**src/rtl/cnn_pkg.sv**
```systemverilog
// Shared CNN accelerator definitions used by the img2col mapper and col2img packer.
package cnn_pkg;

  localparam int ROW_DIM = 28;
  localparam int KER_DIM = 5;
  localparam int OUT_DIM = ROW_DIM - KER_DIM + 1;

  typedef enum logic [1:0] {
    IDLE,
    RUN,
    DONE
  } c2i_state_e;

endpackage

```
**src/rtl/col2img_pack_row_buf.sv**
```systemverilog
// One output-feature-map row of storage: single write port, even/odd pair read.
module row_buf
  import cnn_pkg::*;
#(
  parameter int data_width = 16,
  parameter int out_dim    = OUT_DIM
) (
  input  logic                             clk,
  input  logic                             we,
  input  logic [$clog2(out_dim)-1:0]       waddr,
  input  logic [data_width-1:0]            wdata,
  input  logic [$clog2(out_dim/2)-1:0]     pair,
  output logic [data_width-1:0]            rd_even,
  output logic [data_width-1:0]            rd_odd
);

  logic [data_width-1:0] mem_q [out_dim];

  // Row storage; contents are don't-care until written, so no reset.
  always_ff @(posedge clk) begin
    if (we) mem_q[waddr] <= wdata;
  end

  assign rd_even = mem_q[{pair, 1'b0}];
  assign rd_odd  = mem_q[{pair, 1'b1}];

endmodule

```
**src/rtl/col2img_pack.sv**
```systemverilog
// Collects raster-order results into ping-pong rows and streams each row as word pairs.
module col2img_pack
  import cnn_pkg::*;
#(
  parameter int data_width = 16,
  parameter int out_dim    = OUT_DIM,
  parameter int idx_width  = 5
) (
  input  logic                  clk,
  input  logic                  nrst,
  input  logic                  start,
  input  logic                  res_valid,
  output logic                  res_ready,
  input  logic [data_width-1:0] res_data,
  output logic                  out_valid,
  input  logic                  out_ready,
  output logic [data_width-1:0] out1,
  output logic [data_width-1:0] out2,
  output logic                  out_last,
  output logic [idx_width-1:0]  row_idx,
  output logic                  frame_done
);

  localparam int AW = $clog2(out_dim);
  localparam int BW = $clog2(out_dim/2);
  localparam logic [AW-1:0]        PTR_LAST  = AW'(out_dim - 1);
  localparam logic [BW-1:0]        BEAT_LAST = BW'(out_dim/2 - 1);
  localparam logic [idx_width-1:0] ROW_LAST  = idx_width'(out_dim - 1);
  localparam logic [idx_width-1:0] ROW_N     = idx_width'(out_dim);

  c2i_state_e           state_q, state_d;
  logic [1:0]           full_q, full_d;
  logic                 wr_sel_q, wr_sel_d;
  logic                 rd_sel_q, rd_sel_d;
  logic [AW-1:0]        wr_ptr_q, wr_ptr_d;
  logic [BW-1:0]        beat_q, beat_d;
  logic [idx_width-1:0] rows_in_q, rows_in_d;
  logic [idx_width-1:0] rows_out_q, rows_out_d;

  logic                 wr_acc, rd_acc, row_in_done, row_out_done;
  logic [1:0][data_width-1:0] rd_even, rd_odd;

  genvar gi;
  generate
    for (gi = 0; gi < 2; gi++) begin : g_buf
      row_buf #(.data_width(data_width), .out_dim(out_dim)) u_row_buf (
        .clk    (clk),
        .we     (wr_acc && (wr_sel_q == 1'(gi))),
        .waddr  (wr_ptr_q),
        .wdata  (res_data),
        .pair   (beat_q),
        .rd_even(rd_even[gi]),
        .rd_odd (rd_odd[gi])
      );
    end
  endgenerate

  // Handshakes, FSM next state and buffer bookkeeping.
  always_comb begin
    state_d    = state_q;
    full_d     = full_q;
    wr_sel_d   = wr_sel_q;
    rd_sel_d   = rd_sel_q;
    wr_ptr_d   = wr_ptr_q;
    beat_d     = beat_q;
    rows_in_d  = rows_in_q;
    rows_out_d = rows_out_q;

    res_ready    = (state_q == RUN) && !full_q[wr_sel_q] && (rows_in_q != ROW_N);
    out_valid    = full_q[rd_sel_q];
    wr_acc       = res_valid && res_ready;
    rd_acc       = out_valid && out_ready;
    row_in_done  = wr_acc && (wr_ptr_q == PTR_LAST);
    row_out_done = rd_acc && (beat_q == BEAT_LAST);

    out1       = out_valid ? rd_even[rd_sel_q] : '0;
    out2       = out_valid ? rd_odd[rd_sel_q]  : '0;
    out_last   = out_valid && (beat_q == BEAT_LAST);
    row_idx    = rows_out_q;
    frame_done = (state_q == DONE);

    // Write and read sides touch different buffers, so both may update together.
    if (wr_acc) begin
      wr_ptr_d = wr_ptr_q + 1'b1;
      if (row_in_done) begin
        wr_ptr_d         = '0;
        full_d[wr_sel_q] = 1'b1;
        wr_sel_d         = ~wr_sel_q;
        rows_in_d        = rows_in_q + 1'b1;
      end
    end
    if (rd_acc) begin
      beat_d = beat_q + 1'b1;
      if (row_out_done) begin
        beat_d           = '0;
        full_d[rd_sel_q] = 1'b0;
        rd_sel_d         = ~rd_sel_q;
        rows_out_d       = rows_out_q + 1'b1;
      end
    end

    case (state_q)
      IDLE: if (start) state_d = RUN;
      RUN:  if (row_out_done && (rows_out_q == ROW_LAST)) state_d = DONE;
      DONE: begin
        // Frame fully drained: rewind everything for the next start.
        state_d    = IDLE;
        full_d     = '0;
        wr_sel_d   = 1'b0;
        rd_sel_d   = 1'b0;
        wr_ptr_d   = '0;
        beat_d     = '0;
        rows_in_d  = '0;
        rows_out_d = '0;
      end
      default: state_d = IDLE;
    endcase
  end

  // State and pointer registers.
  always_ff @(posedge clk or negedge nrst) begin
    if (!nrst) begin
      state_q    <= IDLE;
      full_q     <= '0;
      wr_sel_q   <= 1'b0;
      rd_sel_q   <= 1'b0;
      wr_ptr_q   <= '0;
      beat_q     <= '0;
      rows_in_q  <= '0;
      rows_out_q <= '0;
    end else begin
      state_q    <= state_d;
      full_q     <= full_d;
      wr_sel_q   <= wr_sel_d;
      rd_sel_q   <= rd_sel_d;
      wr_ptr_q   <= wr_ptr_d;
      beat_q     <= beat_d;
      rows_in_q  <= rows_in_d;
      rows_out_q <= rows_out_d;
    end
  end

endmodule

```
**config.mk**
```make
export PLATFORM = sky130hd
export DESIGN_NAME = col2img_pack
export DESIGN_NICKNAME = d
export VERILOG_FILES = /design/src/rtl/cnn_pkg.sv /design/src/rtl/col2img_pack_row_buf.sv /design/src/rtl/col2img_pack.sv
export SDC_FILE = /design/constraint.sdc
export NUM_CORES = 1
export LEC_CHECK = 0
export BUFFER_PORTS_ARGS = -buffer_cell sky130_fd_sc_hd__buf_2
export CAP_MARGIN = 0
export CORE_ASPECT_RATIO = 2
export CORE_UTILIZATION = 35
export DETAILED_ROUTE_END_ITERATION = 10
export MAX_ROUTING_LAYER = met4
export PLACE_DENSITY_LB_ADDON = 0.3
export RECOVER_POWER = 50
export SYNTH_ARGS = -nofsm -noshare
export SYNTH_HDL_FRONTEND = slang
export SYNTH_SLANG_ARGS = --single-unit
```
**constraint.sdc**
```tcl
create_clock -name clk -period 2.65 [get_ports clk]
set_clock_uncertainty 0.05 [all_clocks]
set_input_delay 0.53 -clock clk [delete_from_list [all_inputs] [get_ports clk]]
set_output_delay 0.53 -clock clk [all_outputs]
set_load 0.02 [all_outputs]
```
==> results of run 1 <==
## layout make-up
type | count | area, um2
Fill cell | 7687 | 49700
Sequential cell | 793 | 23700
Multi-Input combinational cell | 687 | 7810
Timing Repair Buffer | 271 | 3240
Clock buffer | 86 | 1880
Tap cell | 1170 | 1460
Clock inverter | 31 | 369
Inverter | 11 | 41.3
Antenna cell | 2 | 5.00
## per-stage QoR
| stage | std cells | setup slack (ns) | setup TNS, ns |
|---|---|---|---|
| after floorplan | 1583 | -0.0617 | -19.30 |
| after global placement | 2892 | -0.501 | -4.86 |
| after detailed placement | 2892 | -0.460 | -4.74 |
| after CTS | 3041 | -0.903 | -26.10 |
| after global routing | 3051 | -0.911 | -27.59 |
| final | 3051 | -0.832 | -23.40 |
## flip-flops by register name, summed over array words and instances (netlist names)
| name | flops |
|---|---|
| beat_q | 4 |
| full_q | 2 |
| g_buf.u_row_buf.mem_q | 768 |
| rd_sel_q | 1 |
| row_idx | 5 |
| rows_in_q | 5 |
| state_q | 2 |
| wr_ptr_q | 5 |
| wr_sel_q | 1 |
## what timing repair did
item,4_1_cts,5_1_grt
gates cloned,9,2
gates resized for setup,147,88
setup buffers,26,8
setup endpoints to repair,34,274
hold endpoints to repair,25,0
hold buffers,1,0
pin swaps,29,36
## layer usage
layer  track usage  part of all wire
met1         0.209              0.39
met4        0.0512             0.021
met2         0.317              0.55
met5             -                 0
met3        0.0253             0.040
## worst max-delay path by stage
stage / to / slack [ns] / cells past startpoint
floorplan: g_buf[1].u_row_buf.mem_q[22][0]$_DFFE_PP_ / -0.06 / 6
global placement: out1[11] / -0.50 / 9
detailed placement: out1[11] / -0.46 / 9
CTS: out2[6] / -0.90 / 8
global route: out2[5] / -0.91 / 9
finish: out2[5] / -0.83 / 9
## worst max-delay path, delay by kind of cell, from the launching register on
kind / cells / cell delay, ns
flip-flops: 1 / 0.51
multiplexers: 2 / 0.71
AO/OA/AOI/OAI: 2 / 0.27
buffers and inverters: 5 / 0.75
## cells in the mapped netlist, drive strengths merged (3+ instances only)
library cell / n / area (um2)
o21ai: 61 / 305
or3: 6 / 37.5
nand4b: 3 / 26.3
mux2i: 114 / 1140
nand4: 3 / 18.8
nor2: 53 / 199
dfrtp: 25 / 626
nand2b: 6 / 37.5
clkbuf: 41 / 154
ha: 8 / 100
nor2b: 24 / 150
o31ai: 22 / 165
a221oi: 10 / 87.6
buf: 51 / 325
inv: 10 / 37.5
o2111a: 6 / 67.6
or4: 3 / 26.3
mux4: 124 / 2790
o22ai: 21 / 131
nand2: 19 / 71.3
nor3: 4 / 20.0
o221ai: 42 / 368
mux2: 68 / 766
edfxtp: 768 / 23100
nand3: 21 / 105
and3: 3 / 18.8
a21oi: 46 / 230
## where the power goes
group / internal, mW / switching, mW / total [mW]
Clock: 5.81 / 4.44 / 10.3
Sequential: 14.3 / 0.199 / 14.5
Combinational: 3.55 / 3.46 / 7.02
## cells by family (layout without fill, tap and decap cells)
logic type      count (synthesis)  in the layout
other cells                     0              2
xor+xnor                        3              3
mux                           306            306
flops                         793            793
fa+ha+maj                       8              8
buf+inv                       103            399
compound gates                216            216
simple gates                  154            154
==> impl_metrics.env, run 1 <==
export IMPL_final_setup_worst_slack_ns=-0.832
export IMPL_critical_path_class="reg2out"
export IMPL_crit_fanout=7
export IMPL_synth_edf_count=768
export IMPL_p_total_mw=31.8
export IMPL_final_nets=1862
export IMPL_fmax_ghz=0.287
export IMPL_crit_start="beat_q[0]$_DFFE_PN0P_"
export IMPL_violations="max-capacitance violations, max-slew violations, negative setup slack"
export IMPL_critPathMaxStageDelay_ns=0.51
export IMPL_yosysSeqAreaShare=0.758
export IMPL_yosys_area_share_simple=0.0250
export IMPL_vias_per_cell=5.31
export IMPL_postRouteAntennaNets=0
export IMPL_drc=0
export IMPL_yosys_cell_types_count=50
export IMPL_final_core_util=0.436
export IMPL_worst_path_most_repeated_cell="buf_12"
export IMPL_ioPinCount=62
export IMPL_initial_core_util=0.354
export IMPL_status="complete, but fails checks"
export IMPL_track_usage=0.179
export IMPL_critical_path_arrival_ns=2.90
export IMPL_hold_class="in2reg"
export IMPL_gr_total_overflow=0
export IMPL_hold_viol_final=0
export IMPL_h_tree_depth=3
export IMPL_clkTransAtPathRegs_ns=0.06
export IMPL_syn_avg_cell_area_um2=19.7
export IMPL_grt_start_max_net_pins=67
export IMPL_cap_violations=10
export IMPL_syn_nets=1612
export IMPL_synth_compound_area_frac=0.0456
export IMPL_worst_pin_slew_ns=2.46
export IMPL_synth_top_family_by_area="multiplexers"
export IMPL_leakagePower_nw=12.1
export IMPL_wl_um=78000
export IMPL_syn_inst=1583
export IMPL_clkLatencyLatePin_ns=0.62
export IMPL_area_growth_pct=23.3
export IMPL_core_mm2=0.0882
export IMPL_placed_area_mm2=0.0347
export IMPL_hold_depth=3
export IMPL_drt_iter0_markers=1151
export IMPL_cts_tree="yes"
export IMPL_cp_slowest_cell="dfrtp_4"
export IMPL_worstPathRequired_ns=2.07
export IMPL_slew_headroom=-0.643
export IMPL_r2r_end="g_buf[1].u_row_buf.mem_q[17][3]$_DFFE_PP_"
export IMPL_min_from="start"
export IMPL_vias=16200
export IMPL_die_y_um=425
export IMPL_fin_hold_ws_ns=0.148
export IMPL_finish_instance_area_mm2=0.0385
export IMPL_crit_chain="buf_12, buf_16, buf_12, buf_12, mux4_2, mux2_4, o221ai_2, o31ai_1, buf_2"
export IMPL_fin_crit_ns=3.48
export IMPL_dp_hpwl_um=47600
export IMPL_finalCritPeriodShare=1.31
export IMPL_slew_violations=443
export IMPL_grt_pass1_wl_um=113000
export IMPL_drive_gt1_frac=0.341
export IMPL_grt_pass1_vias=16700
export IMPL_grt_setup_unrepaired="true"
export IMPL_start_kind="register"
export IMPL_synthMuxAreaShare=0.150
export IMPL_place_congestion=0.787
export IMPL_first_pass_iters=5
export IMPL_antenna_found_initial=2
export IMPL_die_area_mm2=0.0905
export IMPL_ys_flop_type="edfxtp_1"
export IMPL_finalSetupViolations=33
export IMPL_std_cell_rows=154
export IMPL_clk_path_buf_depth=3
export IMPL_ys_async_sr_fraction=0.0315
export IMPL_die_w_um=213
export IMPL_rrSetupSlack_ns=0.06
export IMPL_mostFrequentLayoutCells="768 x edfxtp_1, 124 x mux4_2, 107 x buf_4"
export IMPL_hold_end="state_q[0]$_DFFE_PN0P_"
export IMPL_synth_area_mm2=0.0312
export IMPL_portBuffers=61
export IMPL_synth_seq_cells=793
export IMPL_yosysWarningCount=0
export IMPL_vdd_drop_max_mv=0.466
export IMPL_wl_per_cell_um=25.6
export IMPL_cts_buffers=69
export IMPL_final_common_cell="edfxtp_1"
export IMPL_r2r_start="rows_in_q[0]$_DFFE_PN0P_"
export IMPL_synthAdderAreaFrac=0.00320
export IMPL_reg2reg_depth=8
export IMPL_cts_root_buf="clkbuf_16"
export IMPL_powerDensity_mw_per_mm2=825
export IMPL_clock_sinks=793
export IMPL_synth_xor_area_share=0.000841
export IMPL_worst_setup_path_end_kind="output pin"
Note: power is estimated with default switching activity, not from simulation.
==> run 2, diff against run 1 <==
- ABC_AREA: not set -> 1
==> run 2 against run 1 <==
Effect of this change:
- highest routed layer unchanged
- largest power group unchanged
- synthesized area increased by 5.0%
- hold slack got worse by 0.085 ns
- critical path depth increased by 3
- global-route usage increased by 3.2 points
- power increased by 16%
- the run still ends with max-capacitance violations, max-slew violations, negative setup slack left
- largest cell class unchanged
==> impl_metrics.env, run 2 <==
export IMPL_yosysWarningCount=0
export IMPL_wl_um=101000
export IMPL_grt_start_max_net_pins=68
export IMPL_clkTransAtPathRegs_ns=0.07
export IMPL_area_growth_pct=24.6
export IMPL_critical_path_arrival_ns=2.67
export IMPL_synth_compound_area_frac=0.0375
export IMPL_drive_gt1_frac=0.200
export IMPL_wl_per_cell_um=23.0
export IMPL_yosysTopAreaCell="edfxtp_1"
export IMPL_postRouteAntennaNets=0
export IMPL_core_mm2=0.0927
export IMPL_synth_area_mm2=0.0328
export IMPL_synthAdderAreaFrac=0.00305
export IMPL_die_w_um=218
export IMPL_final_common_cell="edfxtp_1"
export IMPL_powerDensity_mw_per_mm2=901
export IMPL_final_setup_worst_slack_ns=-0.595
export IMPL_slew_headroom=-0.364
export IMPL_slew_violations=215
export IMPL_worst_pin_slew_ns=2.05
export IMPL_grt_pass1_vias=22100
export IMPL_yosys_area_share_simple=0.190
export IMPL_die_area_mm2=0.0950
export IMPL_leakagePower_nw=15.0
export IMPL_hold_viol_final=0
export IMPL_vias_per_cell=5.13
export IMPL_syn_inst=2872
export IMPL_yosysTopAreaCellShare=0.703
export IMPL_worstPathRequired_ns=2.07
export IMPL_initial_core_util=0.354
export IMPL_antenna_found_initial=2
export IMPL_largest_reg_flops=768
export IMPL_finish_instance_area_mm2=0.0409
export IMPL_placed_area_mm2=0.0364
export IMPL_finalSetupViolations=33
export IMPL_ys_async_sr_fraction=0.0315
export IMPL_largest_register="g_buf.u_row_buf.mem_q"
export IMPL_cts_root_buf="clkbuf_16"
export IMPL_grt_pass1_wl_um=142000
export IMPL_drt_iter0_markers=1666
export IMPL_seq_area_mm2=0.0237
export IMPL_std_cell_rows=158
export IMPL_synth_edf_count=768
export IMPL_cts_tree="yes"
export IMPL_syn_nets=2901
export IMPL_crit_fanout=9
export IMPL_track_usage=0.211
export IMPL_multiInputGateArea_mm2=0.00845
export IMPL_antenna_cells=0
export IMPL_first_pass_iters=5
export IMPL_synth_seq_cells=793
export IMPL_gr_total_overflow=0
export IMPL_ys_flop_type="edfxtp_1"
export IMPL_synthTopCellsByCount="768 x edfxtp_1, 669 x nand2_1, 418 x nor2_1"
export IMPL_fin_crit_ns=3.25
export IMPL_final_nets=3164
export IMPL_synth_xor_area_share=0.00133
export IMPL_clk_path_buf_depth=3
export IMPL_clock_sinks=793
export IMPL_hold_class="in2reg"
export IMPL_synth_top_family_by_area="simple AND/OR/NAND/NOR gates"
export IMPL_cts_buffers=66
export IMPL_place_congestion=0.831
export IMPL_status="complete, but fails checks"
export IMPL_drc=0
export IMPL_syn_avg_cell_area_um2=11.4
export IMPL_vdd_drop_max_mv=0.647
export IMPL_synthMuxAreaShare=0
export IMPL_start_kind="register"
export IMPL_grt_setup_unrepaired="true"
export IMPL_yosysMostFrequentCell="edfxtp_1"
export IMPL_portBuffers=61
export IMPL_mostFrequentLayoutCells="768 x edfxtp_1, 627 x nand2_1, 363 x nor2_1"
export IMPL_vias=22500
export IMPL_h_tree_depth=3
export IMPL_fillCellCount=8300
export IMPL_yosys_top_cells_area="edfxtp_1 70%, nand2_1 7.7%, nand3_1 5.9%, nor2_1 4.8%, o21ai_0 1.9%"
export IMPL_critical_path_class="reg2out"
export IMPL_finalCritPeriodShare=1.22
export IMPL_cap_violations=7
export IMPL_yosys_cell_types_count=29
export IMPL_fmax_ghz=0.308
export IMPL_clkLatencyLatePin_ns=0.63
export IMPL_die_y_um=435
export IMPL_yosysSeqAreaShare=0.722
export IMPL_worst_setup_path_end_kind="output pin"
export IMPL_violations="max-capacitance violations, max-slew violations, negative setup slack"
export IMPL_fin_hold_ws_ns=0.0636
export IMPL_dp_hpwl_um=59600
export IMPL_ioPinCount=62
-- run 2: final timing paths --
path                       cells past startpoint                     end  slack, ns              startpoint
setup / recovery                              12                 out2[7]      -0.60   beat_q[0]$_DFFE_PN0P_
hold / removal                                 3  state_q[0]$_DFFE_PN0P_       0.06                   start
setup reg to reg                              13   beat_q[2]$_DFFE_PN0P_       0.09   beat_q[0]$_DFFE_PN0P_
hold reg to reg                                3  state_q[0]$_DFFE_PN0P_       0.48  state_q[1]$_DFFE_PN0P_
max in group asynchronous                      2   beat_q[1]$_DFFE_PN0P_       0.61                    nrst
min in group asynchronous                      2  state_q[1]$_DFFE_PN0P_       0.80                    nrst
-- run 2: area by class of cell --
class                      count  area share
clock buffer                  80      0.0435
clock inverter                38     0.00698
inverter                     160      0.0155
multi-input combinational   1755       0.207
sequential                   793       0.580
tap                         1200      0.0367
timing repair buffer         358       0.110
timing repair inverter         1    0.000735
-- run 2: stage by stage --
step	worst slack [ns]	TNS, ns	std cells	total power, mW	util
final	-0.595	-16.40	4385	36.8	0.441
after global routing	-0.669	-19.38	4385	38.4	0.441
after CTS	-0.665	-18.71	4333	34.7	0.423
after detailed placement	-0.0852	-0.429	4191	23.9	0.392
after global placement	-0.0809	-0.481	4191	23.8	0.392
after floorplan	0.113	0	2872	20.2	-
-- run 2: logic make-up after synthesis --
logic type	Yosys count
XOR/XNOR	5
adder cells (fa/ha/maj)	8
AO/OA/AOI/OAI	229
AND/OR/NAND/NOR	1513
buffers and inverters	324
flip-flops	793
-- run 2: timing repair --
action	CTS	global route
setup buffers	13	27
gates cloned	10	27
gates resized for setup	110	282
pin swaps	12	84
endpoints found under the hold margin	25	0
hold buffers	1	0
endpoints found under the setup margin	33	33
-- run 2: report_power, final --
| part | total, mW | internal (mW) | switching [mW] |
|---|---|---|---|
| Sequential | 14.4 | 14.2 | 0.170 |
| Combinational | 12.8 | 5.38 | 7.40 |
| Clock | 9.69 | 5.19 | 4.50 |
-- run 2: critical path, stage by stage, from the launching register on --
cell and delay [ns]:
dfrtp_4 0.55, clkinv_8 0.13, buf_16 0.15, buf_16 0.15, buf_6 0.13, nor2_1 0.06, nor3_2 0.19, nor2_2 0.06
nand2_1 0.07, nand3_2 0.09, a21oi_1 0.17, buf_4 0.15, buf_4 0.13
-- run 2: routing by layer --
layer	part of all wire	GRT usage	wire length, um
met5	0	-	0
met4	0.046	0.0909	4660
met3	0.047	0.0212	4690
met2	0.54	0.386	54900
met1	0.36	0.227	36500
